<file path="config.mk">
export PLATFORM = sky130hd
export DESIGN_NAME = sort_frame_loader
export DESIGN_NICKNAME = d
export VERILOG_FILES = /design/src/rtl/sort_frame_loader.sv
export SDC_FILE = /design/constraint.sdc
export NUM_CORES = 1
export LEC_CHECK = 0
export ABC_AREA = 1
export ABC_CLOCK_PERIOD_IN_PS = 3400
export BUFFER_PORTS_ARGS = -buffer_cell sky130_fd_sc_hd__clkbuf_2
export CAP_MARGIN = 20
export CORE_ASPECT_RATIO = 1.4
export CORE_MARGIN = 4
export CORE_UTILIZATION = 50
export DETAILED_ROUTE_END_ITERATION = 16
export GPL_TIMING_DRIVEN = 0
export PLACE_DENSITY = 0.76
export SYNTH_ARGS = -nofsm -noshare
export SYNTH_HDL_FRONTEND = slang
export SYNTH_SLANG_ARGS = --single-unit
export TNS_END_PERCENT = 20
</file>
<file path="constraint.sdc">
create_clock -name clk -period 3.4 [get_ports clk]
set_input_delay 0.68 -clock clk [delete_from_list [all_inputs] [get_ports clk]]
set_output_delay 0.68 -clock clk [all_outputs]
set_load 0.05 [all_outputs]
</file>
<file path="src/rtl/sort_frame_loader.sv">
// Serial-to-parallel feeder for the odd-even transposition sort array: gathers
// up to N keys, strobes them into the array, waits out the sort and flags done.
module sort_frame_loader #(
    parameter int             N           = 8,
    parameter int             W           = 8,
    parameter int             SORT_CYCLES = 4,
    parameter logic [W-1:0]   PAD         = '1
) (
    input  logic                 clk,
    input  logic                 reset,
    input  logic                 in_valid,
    output logic                 in_ready,
    input  logic [W-1:0]         in_data,
    input  logic                 in_last,
    input  logic                 flush,
    output logic [N*W-1:0]       frame_data,
    output logic                 frame_load,
    output logic                 frame_done,
    output logic [$clog2(N):0]   frame_len,
    output logic                 busy
);
    localparam int CW  = $clog2(N);
    localparam int LW  = CW + 1;
    localparam int SCW = $clog2(SORT_CYCLES + 1);

    typedef enum logic [1:0] {COLLECT, LOAD, SORT, DONE} state_t;

    state_t                 state_q, state_d;
    logic [N-1:0][W-1:0]    lanes_q, lanes_d;
    logic [CW-1:0]          cnt_q, cnt_d;
    logic [LW-1:0]          len_q, len_d;
    logic [SCW-1:0]         sort_cnt_q, sort_cnt_d;
    logic                   hs, close, sort_last;

    assign hs        = in_valid && in_ready;
    // The N-th key closes the frame even without in_last.
    assign close     = hs && (in_last || cnt_q == CW'(N - 1));
    assign sort_last = sort_cnt_q == SCW'(SORT_CYCLES - 1);

    always_ff @(posedge clk or posedge reset) begin
        if (reset) state_q <= COLLECT;
        else       state_q <= state_d;
    end

    always_comb begin
        state_d = state_q;
        case (state_q)
            COLLECT: if (close)     state_d = LOAD;
            LOAD:                   state_d = SORT;
            SORT:    if (sort_last) state_d = DONE;
            DONE:                   state_d = COLLECT;
            default:                state_d = COLLECT;
        endcase
    end

    always_comb begin
        in_ready   = (state_q == COLLECT) && !flush;
        busy       = state_q != COLLECT;
        frame_load = state_q == LOAD;
        frame_done = state_q == DONE;
    end

    always_comb begin
        lanes_d    = lanes_q;
        cnt_d      = cnt_q;
        len_d      = len_q;
        sort_cnt_d = sort_cnt_q;
        case (state_q)
            COLLECT: begin
                if (flush) begin
                    cnt_d   = '0;
                    lanes_d = {N{PAD}};
                end else if (hs) begin
                    lanes_d[cnt_q] = in_data;
                    cnt_d          = cnt_q + CW'(1);
                    if (close) begin
                        len_d = {1'b0, cnt_q} + LW'(1);
                        cnt_d = '0;
                    end
                end
            end
            SORT:    sort_cnt_d = sort_last ? '0 : sort_cnt_q + SCW'(1);
            // Unused lanes of the next frame must read PAD, so clear on exit.
            DONE:    lanes_d = {N{PAD}};
            default: ;
        endcase
    end

    always_ff @(posedge clk or posedge reset) begin
        if (reset) begin
            lanes_q    <= {N{PAD}};
            cnt_q      <= '0;
            len_q      <= '0;
            sort_cnt_q <= '0;
        end else begin
            lanes_q    <= lanes_d;
            cnt_q      <= cnt_d;
            len_q      <= len_d;
            sort_cnt_q <= sort_cnt_d;
        end
    end

    assign frame_data = lanes_q;
    assign frame_len  = len_q;
endmodule

</file>
==> qor.yml, run 1 <==
timing:
  holdWs_ps: 461
  tightest_slew_ps: 894
  setup_viol: 0
  fin_crit_sh_pct: 66.2
  rsz0062_at_grt: "no"
  finalHoldViolations: 0
  fin_crit_ps: 2250
  max_slew_margin_pct: 40.4
  skew_ps: 10.3
  final.setup.tns_ps: 0
  fmax_mhz: 444
  slew_violations: 0
clock_tree:
  cts_setup_buffers: 0
  cts-resized-gates: 0
  postCtsHoldBufs: 0
  cts_tree: "yes"
  insertion_delay_ps: 350
  h-tree-depth: 3
  clk_path_buf_depth: 2
  cts_inserted_buffers: 9
  clk_pin_slew_ps: 70
  clock-sinks: 76
  cts_root_buffer: "clkbuf_8"
synth:
  ys_warn_count: 0
  synth_cell_types: 18
  syn_nets: 398
  yosysTopAreaCell: "dfstp_2"
  synth_edf_count: 0
  async_flop_share_pct: 100
  synth-seq-cells: 76
  netlist_area_mm2: 0.00337
  synth_top_area_share_pct: 49.9
  synthCells: 378
  syn_area_per_cell_um2: 8.92
  synth_commonest_cells: "nand2_1, nand3_1, dfstp_2, inv_1, dfrtp_1"
  synthTopCellsByArea: "dfstp_2, nand2_1, nand3_1"
  yosysSeqAreaShare_pct: 58.8
  synthMostInstantiatedCell: "nand2_1"
  ys.flop_type: "dfstp_2"
floorplanning:
  initial_core_util_pct: 51.3
  design.die.area_mm2: 0.00814
  fp.dieH_um: 105
  die_w_um: 77.4
  coreArea_mm2: 0.00657
  row_count: 35
  io_pins: 85
worst_hold_path:
  hp-start: "frame_data[9]"
  hold_class: "flop to flop"
  hold_end: "frame_data[9]"
  min_path_cells: 2
setup_path:
  cp-end-kind: "primary output"
  slowest_delay_ps: 420
  worstPathArrival_ps: 1570
  critPathMaxFanout: 4
  path_class: "flop to primary output"
  crit_path_cell_trace: "inv_1 > ha_1 > inv_1 > nor2_2 > clkbuf_2"
  cp_top_family: "buffers and inverters"
  slowest_stage: "dfrtp_1"
  required_ps: 2720
  regToRegEndpoint: "frame_data[43]"
  worst-path-buf-inv: 3
  r2r_start: "state_q[0]"
  startpoint_type: "flop"
  crit_top_cell: "inv_1"
  rrSetupSlack_ps: 1680
  ff2ff_path_depth: 6
final_layout:
  fin_util_pct: 62.2
  drive_gt1_share_pct: 39.1
  final_nets: 493
  antenna-diode-count: 0
  syn_to_final_growth_pct: 21.2
drt:
  wirelength_um: 8060
  drcViolationCount: 0
  num_vias: 2867
  drt_pre_antenna_iters: 5
  vias_per_cell: 5.19
  antenna_left: 0
  drt_iter0_drc: 196
  wl_per_cell_um: 14.6
global_route:
  overflow: 0
  grt_max_degree: 77
  grt_usage_pct: 21.4
  grt_pass1_wl_um: 13700
  grt_pass1_vias: 2806
  antenna_found_initial: 0
place:
  gp_congestion: 0.831
  portBuffers: 84
  hpwl_um: 5630
flow_run:
  timing.max_cap.violations: 0
run_status:
  status: "finished, final reports clean"
-- cell families after synthesis --
| family | share of synthesized area, % |
|---|---|
| and+or+nand+nor | 33.7 |
| AOI/OAI and AO/OA | 1.19 |
| buffers and inverters | 3.79 |
| adders and majority gates | 2.60 |
| DFF | 58.8 |
-- how the worst max path moves through the flow --
stage / slack (ps) / to / startpoint / cells after the start
2_1_floorplan: 890 / cnt_q[0] / reset / 1
5_1_grt: 1000 / in_ready / state_q[1] / 5
3_5_place_dp: 1460 / in_ready / flush / 3
3_3_place_gp: 90 / cnt_q[2] / reset / 2
6_report: 1150 / in_ready / state_q[0] / 5
4_1_cts: 1130 / in_ready / state_q[0] / 5
-- worst reg2reg max path, delay by kind of cell (launching register included) --
family                   cells  cell delay (ps)
adder cells (fa/ha/maj)      1              270
AND/OR/NAND/NOR              4              770
buffers and inverters        1              200
flip-flops                   1              420
-- final cells by class --
| class | count | area (um2) |
|---|---|---|
| Timing Repair Buffer | 84 | 420 |
| Fill cell | 584 | 2480 |
| Tap cell | 74 | 92.6 |
| Multi-Input combinational cell | 273 | 1260 |
| Inverter | 21 | 81.3 |
| Clock inverter | 6 | 62.6 |
| Clock buffer | 10 | 138 |
| Buffer | 8 | 48.8 |
| Sequential cell | 76 | 1980 |
-- through the flow --
| step | setup WS (ps) | cells | area [um2] |
|---|---|---|---|
| 2_1_floorplan | 888 | 378 | 3370 |
| 3_3_place_gp | 91.4 | 536 | 3880 |
| 3_5_place_dp | 1460 | 536 | 3890 |
| 4_1_cts | 1130 | 552 | 4090 |
| 5_1_grt | 996 | 552 | 4090 |
| 6_report | 1150 | 552 | 4090 |
-- flip-flops by register name, summed over array words and instances (netlist names) --
register    cells
cnt_q           3
frame_data     64
frame_len       4
sort_cnt_q      3
state_q         2
-- placed cells by master (no fill, tap or decap) --
cell type	count
nand3_2	1
nand2_2	5
clkbuf_8	10
o21ai_0	6
buf_6	1
inv_6	1
inv_1	20
buf_4	1
nand2_4	6
nand2_1	169
nor2_4	1
dfstp_2	64
clkinv_2	3
inv_4	1
clkinv_4	1
buf_2	6
nand3_1	74
bufinv_16	1
clkbuf_2	84
nor2_1	1
ha_1	7
nor2_2	1
dfrtp_1	12
a21oi_1	1
o21ai_1	1
-- routing by layer --
layer | wire [um] | global-route usage [%] | vias to the layer above
li1 | - | - | 1401
met3 | 465 | 4.66 | 16
met2 | 3980 | 34.8 | 110
met5 | 0 | 0 | -
met4 | 185 | 7.89 | 0
met1 | 3440 | 27.9 | 1340
Power of run 1 is not shown: default switching activity piles up to over one toggle a cycle in this logic, so the estimate is an artifact.
==> run 2, diff against run 1 <==
ABC_CLOCK_PERIOD_IN_PS = 2000   (was 3400)
CORE_UTILIZATION = 48   (was 50)
clock period = 2 ns   (was 3.4 ns; I/O delays follow)
==> qor.yml, run 2 (synthesis gave the netlist of run 1 again) <==
clock_tree:
  clock-sinks: 76
  h-tree-depth: 3
  cts_inserted_buffers: 9
  clk_pin_slew_ps: 80
  cts_tree: "yes"
  postCtsHoldBufs: 0
  insertion_delay_ps: 360
  clk_path_buf_depth: 2
  cts_root_buffer: "clkbuf_8"
place:
  dp_slack_ps: 303
  hpwl_um: 5910
  gp_congestion: 0.807
  portBuffers: 84
  dpl_cell_area_mm2: 0.00393
setup_path:
  critPathMaxFanout: 4
  startpoint_type: "flop"
  worst-path-buf-inv: 3
  cp-end-kind: "primary output"
  path_class: "flop to primary output"
  required_ps: 1600
  crit_top_cell: "inv_1"
  worstPathArrival_ps: 1510
  ff2ff_path_depth: 6
  rrSetupSlack_ps: 280
  cp_top_family: "buffers and inverters"
  regToRegEndpoint: "frame_data[36]"
  slowest_stage: "dfrtp_1"
  slowest_delay_ps: 400
  crit_path_cell_trace: "inv_1 > ha_1 > inv_1 > clkbuf_4"
  r2r_start: "state_q[0]"
timing:
  final.setup.tns_ps: 0
  setup_viol: 0
  max_slew_margin_pct: 50.9
  slew_violations: 0
  finalHoldViolations: 0
  fin_crit_ps: 1910
  tightest_slew_ps: 735
  worst_slack_ps: 94.7
  skew_ps: 8.60
  fmax_mhz: 525
  fin_crit_sh_pct: 95.3
final_layout:
  syn_to_final_growth_pct: 22.6
  drive_gt1_share_pct: 39.2
  layout_common_cells: "nand2_1, clkbuf_2, nand3_1"
  fin_util_pct: 61.7
  largest_reg_flops: 64
  finalInstanceArea_mm2: 0.00414
  final_nets: 494
  antenna-diode-count: 0
  layout_commonest_cell: "nand2_1"
drt:
  drt_pre_antenna_iters: 4
  drt_iter0_drc: 158
  antenna_left: 0
  num_vias: 2842
  drcViolationCount: 0
  wl_per_cell_um: 14.6
  vias_per_cell: 4.98
  wirelength_um: 8330
floorplanning:
  initial_core_util_pct: 50.3
  coreArea_mm2: 0.00670
  die_w_um: 78.8
  io_pins: 85
  row_count: 35
  fp.dieH_um: 107
  design.die.area_mm2: 0.00845
worst_hold_path:
  hold_class: "input port to async pin"
global_route:
  grt_pass1_vias: 2742
  antenna_found_initial: 0
  grt_pass1_wl_um: 13300
  overflow: 0
  grt_usage_pct: 20.4
  grt_max_degree: 43
flow_run:
  timing.max_cap.violations: 0
run_status:
  status: "finished, final reports clean"
## run 2: changes by cell type in the layout (fill, tap and decap cells not counted), sizes merged
cell / change
clkinvlp: +3
buf: +2
clkbuf: -2
clkinv: -1
inv: -1
## run 2: metrics by stage
step,instances,hold WS [ps]
after global routing,571,205
after global placement,554,452
after floorplan,378,446
after CTS,571,174
after detailed placement,555,452
final,571,154
## run 2: worst max path at each step
stage | from | endpoint | cells after the start
after floorplan | state_q[0] | state_q[0] | 9
after global placement | reset | sort_cnt_q[0] | 2
after detailed placement | state_q[0] | frame_data[51] | 6
after CTS | state_q[0] | in_ready | 5
after global routing | state_q[1] | in_ready | 5
final | state_q[0] | busy | 4
## run 2: what timing repair did
action                                  in CTS  in global routing
endpoints found under the setup margin       1                  2
gates resized for setup                      1                  5
setup buffers                                0                  0
## run 2: final cells by class
cell class / count / area (um2)
flip-flops and latches: 76 / 1980
multi-input cells: 273 / 1270
clock inverters: 7 / 66.3
well taps: 92 / 115
fillers: 603 / 2560
plain buffers: 8 / 48.8
clock buffers: 9 / 124
inverters: 21 / 82.6
repair buffers: 85 / 449
## run 2: metal layers
layer	wire length, um	global-route usage (%)	up-vias	share of wire, %
li1	-	-	1394	-
met5	0	0	-	0
met1	3250	24.5	1344	39
met2	4400	34.8	91	53
met3	510	4.71	13	6.1
met4	163	8.60	0	2.0
Power of run 2 is left out for the same reason.
==> run 3, diff against run 2 <==
ABC_AREA = unset   (was 1)
CORE_UTILIZATION = 47   (was 48)
PLACE_DENSITY = 0.75   (was 0.76)
==> qor.yml, run 3 <==
flow_run:
  timing.max_cap.violations: 0
floorplanning:
  die_w_um: 77.9
  io_pins: 85
  fp.dieH_um: 106
  row_count: 35
  initial_core_util_pct: 48.6
  design.die.area_mm2: 0.00824
  coreArea_mm2: 0.00661
clock_tree:
  insertion_delay_ps: 330
  clk_path_buf_depth: 2
  clk_pin_slew_ps: 80
  postCtsHoldBufs: 0
  cts_root_buffer: "clkbuf_8"
  cts_inserted_buffers: 9
  cts_tree: "yes"
  h-tree-depth: 3
  clock-sinks: 76
setup_path:
  startpoint_type: "flop"
  slowest_delay_ps: 510
  ff2ff_path_depth: 7
  cp-end-kind: "flop"
  worstPathArrival_ps: 2150
  r2r_start: "state_q[0]"
  rrSetupSlack_ps: 110
  path_class: "flop to flop"
  required_ps: 2270
  regToRegEndpoint: "frame_data[12]"
  critPathMaxFanout: 8
  slowest_stage: "or4b_1"
  crit_path_cell_trace: "inv_2 > ha_1 > buf_6 > nand4bb_1 > or4b_1 > buf_2 > o22a_1"
  critPathLaunch: "state_q[0]"
place:
  gp_congestion: 0.765
  portBuffers: 75
  dp.cells: 399
  hpwl_um: 5120
final_layout:
  regArea_mm2: 0.00198
  syn_to_final_growth_pct: 24.9
  layout.cells.non_filler: 417
  antenna-diode-count: 0
  drive_gt1_share_pct: 55.4
  largest_reg_flops: 64
  multiInputGateArea_mm2: 0.00112
  fill_cells: 536
  layout_commonest_cell: "clkbuf_2"
  final_nets: 340
  layout_common_cells: "clkbuf_2, o22a_1, dfstp_2"
global_route:
  grt_pass1_wl_um: 12000
  grt_max_degree: 43
  overflow: 0
  grt_pass1_vias: 2260
  grt_usage_pct: 18.6
  antenna_found_initial: 0
timing:
  finalHoldViolations: 0
  fin_crit_ps: 1890
  slew_violations: 0
  fmax_mhz: 530
  max_slew_margin_pct: 49.4
  skew_ps: 6.90
  fin_crit_sh_pct: 94.3
  final.setup.tns_ps: 0
  holdWs_ps: 191
  tightest_slew_ps: 758
  setup_viol: 0
  rsz0062_at_grt: "no"
synth:
  yosysSeqAreaShare_pct: 61.7
  ys.flop_type: "dfstp_2"
  synth-seq-cells: 76
  syn_area_per_cell_um2: 13.9
  async_flop_share_pct: 100
  synth_edf_count: 0
  synthCells: 231
  netlist_area_mm2: 0.00321
  synth_cell_types: 38
  synthTopCellsByArea: "dfstp_2, o22a_1, dfrtp_1"
  syn_nets: 251
  yosysTopAreaCell: "dfstp_2"
  ys_warn_count: 0
  synth_top_area_share_pct: 52.4
  synth_commonest_cells: "dfstp_2, o22a_1, dfrtp_1, a22oi_2, buf_1"
drt:
  wl_per_cell_um: 17.3
  drt_iter0_drc: 82
  wirelength_um: 7200
  drcViolationCount: 0
  drt_pre_antenna_iters: 4
  antenna_left: 0
  vias_per_cell: 5.46
  num_vias: 2278
power:
  ir_drop_mv: 0.969
  p_leak_nw: 1.59
  p_per_area_mw_per_mm2: 1300
run_status:
  status: "finished, final reports clean"
worst_hold_path:
  hold_class: "input port to async pin"
==> run 3: worst max-delay path: cells and delay by family (launching register included) <==
kind            cells  cell delay (ps)
fa+ha+maj           1              170
buf+inv             3              410
flops               1              420
simple gates        2              630
compound gates      1              190
==> run 3: per-layer routing <==
metal	part of all wire, %	GRT usage [%]
met1	43	23.8
met3	3.9	4.10
met5	0	0
met4	2.0	6.74
met2	51	30.7
==> run 3: cells by family (layout without fill, tap and decap cells) <==
kind of cell / Yosys count / count (layout) / share of synthesized area [%]
AO/OA/AOI/OAI: 84 / 84 / 23.3
flip-flops: 76 / 76 / 61.7
AND/OR/NAND/NOR: 34 / 34 / 7.21
buffers and inverters: 25 / 119 / 3.35
adder cells (fa/ha/maj): 7 / 7 / 2.73
multiplexers: 5 / 5 / 1.68
==> run 3: power by group <==
group	leakage (nW)	switching, mW	total [mW]	internal (mW)
Clock	0.125	0.525	1.37	0.846
Sequential	0.828	0.142	1.96	1.81
Combinational	0.640	1.34	1.90	0.566
Total	1.59	2.00	5.23	3.23
==> run 3: worst max-delay path by stage <==
stage                                end  slack, ps  depth (start not counted)
after floorplan                 in_ready         -9                          5
after global placement    frame_data[14]        100                          7
after detailed placement  frame_data[12]         50                          7
after CTS                           busy          3                          5
after global routing      frame_data[12]          7                          7
final                     frame_data[12]        110                          7
==> run 3: what timing repair did <==
item	4_1_cts	5_1_grt
buffers inserted	0	2
setup endpoints to repair	1	66
resized for setup	2	11
endpoints found under the hold margin	0	0
pin swaps	0	1
gates cloned	0	0
==> run 3: area by class of cell <==
type / count / share of cell area [%]
plain buffers: 17 / 2.15
clock buffers: 13 / 4.49
clock inverters: 3 / 1.62
inverters: 8 / 0.843
multi-input cells: 130 / 28.0
flip-flops and latches: 76 / 49.4
well taps: 92 / 2.87
repair buffers: 78 / 10.5
==> run 3: stage by stage <==
step	total power [mW]	instance area, um2	util (%)	setup WS (ps)
2_1_floorplan	3.42	3210	-	-8.55
3_3_place_gp	3.76	3700	56.0	98.4
3_5_place_dp	3.81	3720	56.3	45.6
4_1_cts	5.20	3980	60.2	2.97
5_1_grt	5.49	4010	60.6	7.45
6_report	5.23	4010	60.6	113
No activity file was read; power rests on OpenSTA's default activity.
